### config.mk
export PLATFORM = sky130hd
export DESIGN_NAME = hazard_ctrl
export DESIGN_NICKNAME = d
export VERILOG_FILES = /design/src/rtl/mips_pkg.sv /design/src/rtl/hazard_detect.sv /design/src/rtl/hazard_ctrl.sv
export SDC_FILE = /design/constraint.sdc
export NUM_CORES = 1
export LEC_CHECK = 0
export ABC_AREA = 1
export CAP_MARGIN = 20
export CORE_MARGIN = 5
export CORE_UTILIZATION = 40
export DETAILED_ROUTE_END_ITERATION = 7
export MAX_ROUTING_LAYER = met4
export PLACE_DENSITY = 0.79
export SYNTH_ARGS = -nofsm -noshare
export SYNTH_HDL_FRONTEND = slang
export SYNTH_SLANG_ARGS = --single-unit
export TNS_END_PERCENT = 5
### constraint.sdc
create_clock -name clk -period 1.9 [get_ports clk]
set_clock_uncertainty 0.15 [all_clocks]
set_input_delay 0.38 -clock clk [delete_from_list [all_inputs] [get_ports clk]]
set_output_delay 0.38 -clock clk [all_outputs]
set_load 0.01 [all_outputs]
### src/rtl/mips_pkg.sv
// Shared MIPS core definitions.
// FSM state encoding, register constants and M-bundle layout.
package mips_pkg;

  typedef enum logic [1:0] {
    ST_RUN    = 2'd0,
    ST_STALL  = 2'd1,
    ST_FREEZE = 2'd2,
    ST_ERROR  = 2'd3
  } state_t;

  localparam logic [4:0] REG_ZERO  = 5'd0;
  localparam int         M_MEMREAD = 1;

  // A source depends on a load destination unless that destination is $zero.
  function automatic logic reg_dep(
    input logic [4:0] dst,
    input logic [4:0] src
  );
    return (dst != REG_ZERO) && (dst == src);
  endfunction

endpackage

### src/rtl/hazard_detect.sv
// Load-use comparator between IF/ID sources and the ID/EX load target.
// Purely combinational.
module hazard_detect
  import mips_pkg::*;
(
  input  logic       valid,
  input  logic       memread,
  input  logic [4:0] rs,
  input  logic [4:0] rt,
  input  logic [4:0] ex_rt,
  output logic       load_use
);

  assign load_use = valid & memread &
                    (reg_dep(ex_rt, rs) | reg_dep(ex_rt, rt));

endmodule

### src/rtl/hazard_ctrl.sv
// Pipeline hazard and stall controller.
// Load-use bubbles, memory freezes, timeout error, event counters.
module hazard_ctrl
  import mips_pkg::*;
#(
  parameter int CNT_W   = 16,
  parameter int TIMEOUT = 64
) (
  input  logic             clk,
  input  logic             rst,
  input  logic [4:0]       if_id_rs,
  input  logic [4:0]       if_id_rt,
  input  logic             if_id_valid,
  input  logic             id_ex_memread,
  input  logic [4:0]       id_ex_rt,
  input  logic             ex_mem_br_taken,
  input  logic             dmem_busy,
  output logic             pc_write,
  output logic             if_id_write,
  output logic             if_id_flush,
  output logic             id_ex_flush,
  output logic             ex_mem_flush,
  output logic             pipe_freeze,
  output logic             mem_err,
  output logic [1:0]       state_o,
  output logic [CNT_W-1:0] stall_cnt,
  output logic [CNT_W-1:0] flush_cnt
);

  localparam int WAIT_W = $clog2(TIMEOUT + 1);
  localparam logic [WAIT_W-1:0] WAIT_MAX = WAIT_W'(TIMEOUT);

  state_t            state;
  state_t            state_nxt;
  logic [WAIT_W-1:0] wait_q;
  logic [WAIT_W-1:0] wait_nxt;
  logic              load_use;
  logic              do_freeze;
  logic              do_flush;
  logic              do_stall;
  logic              timeout;
  logic              hold;

  hazard_detect u_detect (
    .valid    (if_id_valid),
    .memread  (id_ex_memread),
    .rs       (if_id_rs),
    .rt       (if_id_rt),
    .ex_rt    (id_ex_rt),
    .load_use (load_use)
  );

  // Resolve this cycle's hazard by priority and pick the next state.
  always_comb begin
    do_freeze = 1'b0;
    do_flush  = 1'b0;
    do_stall  = 1'b0;
    timeout   = 1'b0;
    wait_nxt  = '0;
    state_nxt = ST_RUN;
    unique case (state)
      ST_ERROR: state_nxt = ST_ERROR;
      default: begin
        if (dmem_busy) begin
          do_freeze = 1'b1;
          wait_nxt  = (state == ST_FREEZE) ?
                      wait_q + 1'b1 : WAIT_W'(1);
          timeout   = (wait_nxt >= WAIT_MAX);
          state_nxt = timeout ? ST_ERROR : ST_FREEZE;
        end else if (ex_mem_br_taken) begin
          do_flush = 1'b1;
        end else if (load_use && state != ST_STALL) begin
          do_stall  = 1'b1;
          state_nxt = ST_STALL;
        end
      end
    endcase
  end

  assign hold = rst & (do_freeze | (state == ST_ERROR));

  // Zero-latency enable/flush decode; reset forces the idle pattern.
  always_comb begin
    pc_write     = 1'b1;
    if_id_write  = 1'b1;
    if_id_flush  = 1'b0;
    id_ex_flush  = 1'b0;
    ex_mem_flush = 1'b0;
    pipe_freeze  = 1'b0;
    if (hold) begin
      pc_write    = 1'b0;
      if_id_write = 1'b0;
      pipe_freeze = 1'b1;
    end else if (rst && do_flush) begin
      if_id_flush  = 1'b1;
      id_ex_flush  = 1'b1;
      ex_mem_flush = 1'b1;
    end else if (rst && do_stall) begin
      pc_write    = 1'b0;
      if_id_write = 1'b0;
      id_ex_flush = 1'b1;
    end
  end

  // State, busy-wait count, sticky error and wrapping event counters.
  always_ff @(posedge clk or negedge rst) begin
    if (!rst) begin
      state     <= ST_RUN;
      wait_q    <= '0;
      mem_err   <= 1'b0;
      stall_cnt <= '0;
      flush_cnt <= '0;
    end else begin
      state  <= state_nxt;
      wait_q <= wait_nxt;
      if (timeout)  mem_err   <= 1'b1;
      if (do_stall) stall_cnt <= stall_cnt + 1'b1;
      if (do_flush) flush_cnt <= flush_cnt + 1'b1;
    end
  end

  assign state_o = state;

endmodule

# After elaboration in Yosys (flattened, before gate mapping)
# Index checks and enable logic that the tools add are counted.
# W data, S select, Z words.
dict set report totals {
  inputBits 21
  elab_cells 53
  mem_count 0
  romBits 0
  regBits 42
  latchBits 0
  output_inout_bits 41
  mem_bits_rw 0
}
dict set report op_classes {
  order_cmp 1
  mux 28
  mul 0
  div 0
  n_eq_ne 5
  n_addsub 3
  bitwise 5
  n_shift 0
  n_reduce_logical 6
}
# cell count
set ops {}
lappend ops {{$add A16 B1 Y16 const B} 2}
lappend ops {{$mux W1} 23}
lappend ops {{$mux W7} 3}
lappend ops {{$eq A5 B5 Y1} 2}
lappend ops {{$add A7 B1 Y7 const B} 1}
lappend ops {{$ge A7 B7 Y1 const B} 1}
lappend ops {{$logic_and A1 B1 Y1} 5}
lappend ops {{$reduce_bool A5 Y1} 1}
lappend ops {{$eq A2 B2 Y1 const B} 2}
lappend ops {{$mux W2} 2}
lappend ops {{$and A1 B1 Y1} 3}
lappend ops {{$ne A2 B1 Y1 const B} 1}
lappend ops {{$or A1 B1 Y1} 2}

# Depth between registers and ports, before layout
# Gate-level depths: netlist of run 1.
dict set report depth {
  word_depth 13
  mapped_depth 11
  mapped_depth_nobuf 11
}

# Hierarchy
# A second synthesis of run 1 with hierarchy kept.
dict set report hier_totals {
  cells_unflattened 317
  hier_area_um2 2496.1
}
# mod cells_per_inst area_each_um2 n_inst seq_area_each_um2
set modules_own_cells {}
lappend modules_own_cells {hazard_ctrl 272 2298.5 1 1051.0}
lappend modules_own_cells {hazard_detect 45 197.7 1 0.0}

# Least setup slack after synthesis of run 1
# Ideal clock, no wire load.
dict set report synth_path {
  path_type {register -> output}
  from {register state[1], in the netlist state_o[1]}
  to {output pc_write}
  setup_slack_ns -0.101
  required_time_ns 1.370
  t_arrival_ns 1.471
  stages_incl_launch_ff 10
  n_path_buf 2
  cell_sequence {dfrtp_1 inv_1 nand2_1 nand4_1 nor2_2 nand3_4 buf_6 a21oi_1 inv_1 buf_4}
}
dict set report synth_between {
  elab_chain_len 10
  elab_cells_between_ends 16
  cone_classes {2 x eq/ne; 9 x mux; 2 x bitwise; 3 x reduce/logical}
}
# element line
set synth_rtl {}
lappend synth_rtl {{start: declaration} hazard_ctrl.sv:33} ;# state_t state;
lappend synth_rtl {{start signal: assignment} hazard_ctrl.sv:114} ;# state <= state_nxt;
lappend synth_rtl {{$ne A2 B1 Y1} hazard_ctrl.sv:72} ;# end else if (load_use && state != ST_STALL) begin
lappend synth_rtl {{$logic_and A1 B1 Y1} hazard_ctrl.sv:72}
lappend synth_rtl {{$mux W1} hazard_ctrl.sv:72}
lappend synth_rtl {{$mux W1} hazard_ctrl.sv:70} ;# end else if (ex_mem_br_taken) begin
lappend synth_rtl {{$mux W1} hazard_ctrl.sv:64} ;# if (dmem_busy) begin
lappend synth_rtl {{$mux W1} hazard_ctrl.sv:61} ;# unique case (state)
lappend synth_rtl {{$logic_and A1 B1 Y1} hazard_ctrl.sv:98} ;# end else if (rst && do_stall) begin
lappend synth_rtl {{$mux W1 (2 in a row)} --}
lappend synth_rtl {{$mux W1 *} --}
lappend synth_rtl {{end: declaration} hazard_ctrl.sv:18} ;# output logic pc_write,
# Mark *: on every way between the ends. The rest lies on a longest branch, timed or not.

# Final worst setup path of run 1
dict set report layout_path {
  from {register state[0], in the netlist state_o[0]}
  to {output pc_write}
}
dict set report layout_between {
  elab_chain_len 10
  elab_cells_between_ends 16
  cone_classes {2 x eq/ne; 9 x mux; 2 x bitwise; 3 x reduce/logical}
}
# element line
set layout_rtl {}
lappend layout_rtl {{$ne A2 B1 Y1} hazard_ctrl.sv:72}
lappend layout_rtl {{$logic_and A1 B1 Y1} hazard_ctrl.sv:72}
lappend layout_rtl {{$mux W1} hazard_ctrl.sv:72}
lappend layout_rtl {{$mux W1} hazard_ctrl.sv:70}
lappend layout_rtl {{$mux W1} hazard_ctrl.sv:64}
lappend layout_rtl {{$mux W1} hazard_ctrl.sv:61}
lappend layout_rtl {{$logic_and A1 B1 Y1} hazard_ctrl.sv:98}
lappend layout_rtl {{$mux W1} hazard_ctrl.sv:98}
lappend layout_rtl {{$mux W1} hazard_ctrl.sv:94} ;# end else if (rst && do_flush) begin
lappend layout_rtl {{$mux W1 *} hazard_ctrl.sv:90} ;# if (hold) begin
# Marked as above.

==> impl_metrics.env, run 1 <==
export IMPL_outcome="finished, violations left"
export IMPL_violations="negative setup slack"
export IMPL_power_mw=2.36
export IMPL_grt_max_degree=43
export IMPL_die_area_mm2=0.00761
export IMPL_h_tree_depth=2
export IMPL_clock_sinks=42
export IMPL_cts_hold_buffers=0
export IMPL_netlist_top_cells_area="dfrtp_1 (44%), nand2_1 (14%), inv_1 (7.7%)"
export IMPL_drc=0
export IMPL_peakVddDrop_uv=454
export IMPL_cts_root_buf="clkbuf_8"
export IMPL_yosysWarningCount=0
export IMPL_slew_headroom=0.644
export IMPL_core_area_mm2=0.00585
export IMPL_grt_pass1_wl_um=9830
export IMPL_cts_buffer_depth=2
export IMPL_hp_class="primary input to asynchronous set/reset pin"
export IMPL_finalHoldViolCount=0
export IMPL_dpl_cell_area_mm2=0.00320
export IMPL_drt_iter0_drc=51
export IMPL_power_leakage_nw=1.73
export IMPL_end_kind="primary output"
export IMPL_critPathMaxFanout=3
export IMPL_fmax_mhz=503
export IMPL_avgRoutedWirePerCell_um=11.7
export IMPL_die_x_um=87.3
export IMPL_placementRows=28
export IMPL_dieHeight_um=87.3
export IMPL_synth_cells=306
export IMPL_dp_hpwl_um=4300
export IMPL_ff_latch_area_mm2=0.00106
export IMPL_reg2reg_to="flush_cnt[12]"
export IMPL_io_buffers=61
export IMPL_crit_type="flop to primary output"
export IMPL_pin_count=62
export IMPL_synth_avg_cell_area_um2=7.80
export IMPL_syn_area_mm2=0.00239
export IMPL_fin_ws_ns=-0.0861
export IMPL_yosysUniqueCellTypes=30
export IMPL_drtAntennaViolNets=0
export IMPL_diodes=0
export IMPL_vias=2210
export IMPL_syn_to_final_growth_pct=41.2
export IMPL_cts_tree="yes"
export IMPL_final_layout_size_suffix_gt1_frac=0.194
export IMPL_clock_latency_ns=0.29
export IMPL_synth_seq_cells=42
export IMPL_worstMarginPinSlew_ns=0.534
export IMPL_r2r_start="state_o[0]"
export IMPL_grt_pass1_vias=2318
export IMPL_worstPathRequired_ns=1.37
export IMPL_setup_tns_ns=-0.406
export IMPL_reg2reg_depth=10
export IMPL_start_kind="flop"
export IMPL_yosysTopAreaCell="dfrtp_1"
export IMPL_nNetsFinal=420
export IMPL_setup_viol=6
export IMPL_grt_overflow=0
export IMPL_rsz0062_at_grt="yes"
export IMPL_seq_area_frac_synth=0.440
export IMPL_critPathArrivalTime_ns=1.46
export IMPL_layout_common_cells="nand2_1 (87), inv_1 (46), dfrtp_1 (37)"
export IMPL_synth_nets=330
export IMPL_nFillCells=538
export IMPL_avgViaCountPerCell=4.68
export IMPL_finish_utilization=0.576
export IMPL_r2r_slack_ns=0.06
export IMPL_cts_made_buffers=5
export IMPL_grtUsageTotal=0.164
export IMPL_first_pass_iters=4
export IMPL_multi_input_area_mm2=0.00114
export IMPL_antenna_found_initial=0
export IMPL_timing_final_crit_share=1.05
export IMPL_fin_crit_ns=1.99
export IMPL_power_density_mw_per_mm2=701
export IMPL_max_cap_violations=0
export IMPL_cts_clk_slew_worst_paths_ns=0.08
export IMPL_gp_congestion=0.834
export IMPL_slew_viol_final=0
export IMPL_final_common_cell="nand2_1"
export IMPL_wirelength_um=5540
export IMPL_final_area_mm2=0.00337
export IMPL_synth_top_area_share=0.440
export IMPL_start_util=0.408
==> report_power, final <==
group	switching (mW)	total [mW]	internal, mW	leakage (nW)
Clock	0.308	0.868	0.561	0.0714
Sequential	0.0885	1.05	0.965	0.540
Combinational	0.217	0.441	0.225	1.12
==> layer usage <==
metal | vias up | global-route usage | routed length, um
li1 | 1127 | - | -
met1 | 1040 | 0.188 | 2360
met2 | 32 | 0.290 | 2910
met3 | 11 | 0.0331 | 162
met4 | 0 | 0.0446 | 109
met5 | - | - | 0
==> final cells by class <==
type | instances | area share
multi-input combinational | 209 | 0.337
sequential | 42 | 0.314
timing repair buffer | 87 | 0.221
inverter | 51 | 0.0579
tap | 75 | 0.0278
clock buffer | 6 | 0.0245
clock inverter | 2 | 0.0178
==> stage by stage <==
stage | cells | worst slack [ns] | hold slack [ns]
2_1_floorplan | 306 | 0.0126 | -0.0656
3_3_place_gp | 457 | -0.737 | 0.302
3_5_place_dp | 457 | -0.794 | 0.309
4_1_cts | 468 | -0.184 | 0.0334
5_1_grt | 472 | -0.171 | 0.0607
6_report | 472 | -0.0861 | 0.0199
==> sequential cells by signal, indices dropped and copies added, names as in the netlist <==
signal     flops
flush_cnt     16
stall_cnt     16
wait_q         7
state_o        2
mem_err        1
==> worst max path at each step <==
stage | slack [ns] | depth (start not counted) | from | to
3_5_place_dp | -0.79 | 10 | id_ex_rt[3] | id_ex_flush
3_3_place_gp | -0.74 | 10 | id_ex_rt[3] | id_ex_flush
6_report | -0.09 | 7 | state_o[0] | pc_write
5_1_grt | -0.17 | 7 | state_o[0] | pc_write
4_1_cts | -0.18 | 7 | state_o[0] | pc_write
2_1_floorplan | 0.01 | 9 | state_o[1] | pc_write
==> critical path, stage by stage, from the launching register on <==
cell,delay (ns)
dfrtp_2,0.42
buf_4,0.15
nand2_4,0.08
buf_4,0.12
nand3_4,0.08
a21oi_2,0.12
inv_1,0.06
buf_2,0.14
==> what timing repair did <==
action	4_1_cts	5_1_grt
pin swaps	12	12
gates resized for setup	42	23
setup endpoints to repair	19	13
buffers inserted	3	4
==> Yosys cell counts <==
library cell  count
nor2_2            4
nand2_2           2
nor3_4            2
nand2_4           1
or3_1             1
and3_1            1
or2_2             1
ha_1              3
nand3_1          15
nor2_1           32
a21o_1            1
xor2_1           11
nor2_4            1
dfrtp_1          42
a211oi_1          1
xnor2_1           7
o21ai_1          11
nor3_2            1
nand3_2           1
a21oi_1           3
nand2_1          87
inv_2             2
nand3_4           3
nor3b_1           2
nand4_1           7
nor3_1            8
buf_6             2
nand3b_1          3
buf_4             2
inv_1            49
==> cell families (layout without fill, tap and decap cells) <==
logic type,Yosys count,in the layout,share of synthesized area
and+or+nand+nor,172,172,0.346
buffers and inverters,55,146,0.0959
DFF,42,42,0.440
xor gates and xnor gates,18,18,0.0660
AOI/OAI and AO/OA,16,16,0.0356
adders and majority gates,3,3,0.0157
No activity file was read; power rests on OpenSTA's default activity.
==> inputs of run 2 (changes only) <==
Settings changed: CORE_MARGIN 5 to unset.
==> run 2 against run 1 <==
Net effect:
- the run still ends with negative setup slack left
- global-route usage rose by 2.5 points
- sequential power barely moved
- worst setup slack got worse by 0.022 ns
- critical path type unchanged
- highest routed layer unchanged
==> impl_metrics.env, run 2 (same netlist as run 1, synthesis figures left out) <==
export IMPL_nNetsFinal=418
export IMPL_dp_hpwl_um=4030
export IMPL_wirelength_um=5270
export IMPL_worstMarginPinSlew_ns=0.535
export IMPL_fin_crit_ns=2.01
export IMPL_drt_iter0_drc=116
export IMPL_grt_max_degree=43
export IMPL_power_density_mw_per_mm2=629
export IMPL_cts_clk_slew_worst_paths_ns=0.08
export IMPL_h_tree_depth=2
export IMPL_drc=0
export IMPL_start_kind="flop"
export IMPL_finish_utilization=0.588
export IMPL_power_mw=2.09
export IMPL_pin_count=62
export IMPL_worstPathCellList="inv_2, nand2_2, nand4_1, nor2_2, nand3_4, a21oi_2, inv_1, buf_2"
export IMPL_avgRoutedWirePerCell_um=11.3
export IMPL_setup_tns_ns=-0.358
export IMPL_fin_ws_ns=-0.108
export IMPL_grt_overflow=0
export IMPL_outcome="finished, violations left"
export IMPL_start_util=0.423
export IMPL_setup_viol=4
export IMPL_grt_pass1_wl_um=9030
export IMPL_cts_made_buffers=5
export IMPL_final_layout_size_suffix_gt1_frac=0.170
export IMPL_antenna_found_initial=0
export IMPL_slew_viol_final=0
export IMPL_cp_top_family="simple AND/OR/NAND/NOR gates"
export IMPL_cts_hold_buffers=0
export IMPL_top_regs="flush_cnt (16), stall_cnt (16), wait_q (7)"
export IMPL_reg2reg_depth=10
export IMPL_worst_path_buf_inv=3
export IMPL_die_x_um=79.3
export IMPL_cts_root_buf="clkbuf_8"
export IMPL_crit_cells=8
export IMPL_violations="negative setup slack"
export IMPL_placementRows=27
export IMPL_layout_common_cells="nand2_1 (85), inv_1 (48), dfrtp_1 (37)"
export IMPL_crit_type="flop to primary output"
export IMPL_rsz0062_at_grt="yes"
export IMPL_dieHeight_um=79.3
export IMPL_die_area_mm2=0.00628
export IMPL_syn_to_final_growth_pct=38.9
export IMPL_final_common_cell="nand2_1"
export IMPL_hp_class="primary input to asynchronous set/reset pin"
export IMPL_max_cap_violations=0
export IMPL_end_kind="primary output"
export IMPL_fmax_mhz=498
export IMPL_drtAntennaViolNets=0
export IMPL_vias=2158
export IMPL_critPathMaxFanout=3
export IMPL_diodes=0
export IMPL_cp_slowest_cell="dfrtp_2"
export IMPL_cts_tree="yes"
export IMPL_finalHoldViolCount=0
export IMPL_cts_buffer_depth=2
export IMPL_timing_final_crit_share=1.06
export IMPL_grt_pass1_vias=2076
export IMPL_io_buffers=61
export IMPL_core_area_mm2=0.00564
export IMPL_peakVddDrop_uv=441
export IMPL_cpPeakStageDelay_ns=0.40
export IMPL_grtUsageTotal=0.189
export IMPL_slew_headroom=0.643
export IMPL_r2r_slack_ns=0.05
export IMPL_clock_sinks=42
export IMPL_clock_latency_ns=0.29
export IMPL_nFillCells=516
export IMPL_worstPathRequired_ns=1.37
export IMPL_gp_congestion=0.774
export IMPL_power_leakage_nw=1.71
export IMPL_hold_ws_ns=0.00979
export IMPL_critPathArrivalTime_ns=1.48
export IMPL_avgViaCountPerCell=4.62
export IMPL_first_pass_iters=4
==> run 2: layer usage <==
| layer | part of all wire | up-vias | track usage |
|---|---|---|---|
| met4 | 0.011 | 0 | 0.0655 |
| li1 | - | 1124 | - |
| met5 | 0 | - | - |
| met2 | 0.52 | 39 | 0.332 |
| met1 | 0.45 | 988 | 0.218 |
| met3 | 0.026 | 7 | 0.0310 |
==> run 2: stage by stage <==
| stage | std cells | setup slack, ns | area [um2] |
|---|---|---|---|
| 2_1_floorplan | 306 | 0.0126 | 2400 |
| 3_3_place_gp | 454 | -0.738 | 3190 |
| 3_5_place_dp | 454 | -0.768 | 3190 |
| 4_1_cts | 465 | -0.179 | 3270 |
| 5_1_grt | 467 | -0.247 | 3320 |
| 6_report | 467 | -0.108 | 3320 |
==> run 2: area by class of cell <==
class                      instances  area, um2  share of cell area
multi-input combinational        209       1140               0.343
sequential                        42       1060               0.319
timing repair buffer              85        749               0.226
inverter                          51        191              0.0577
tap                               72       90.1              0.0272
clock buffer                       7       86.3              0.0260
clock inverter                     1       5.00             0.00151
==> run 2: final timing paths <==
check,startpoint,end
setup / recovery,state_o[1],if_id_write
hold / removal,rst,wait_q[0]
setup reg to reg,state_o[0],flush_cnt[12]
hold reg to reg,mem_err,mem_err
max in group asynchronous,rst,state_o[0]
min in group clk,mem_err,mem_err
==> run 2: power breakdown <==
group | internal (mW) | total [mW] | switching (mW)
clock network | 0.293 | 0.597 | 0.304
registers | 0.964 | 1.05 | 0.0894
logic | 0.225 | 0.436 | 0.211
==> run 2: what timing repair did <==
action                     in CTS  in global routing
resized for setup              42                 13
pin swaps                      12                  6
setup endpoints to repair      17                 15
buffers inserted                3                  2
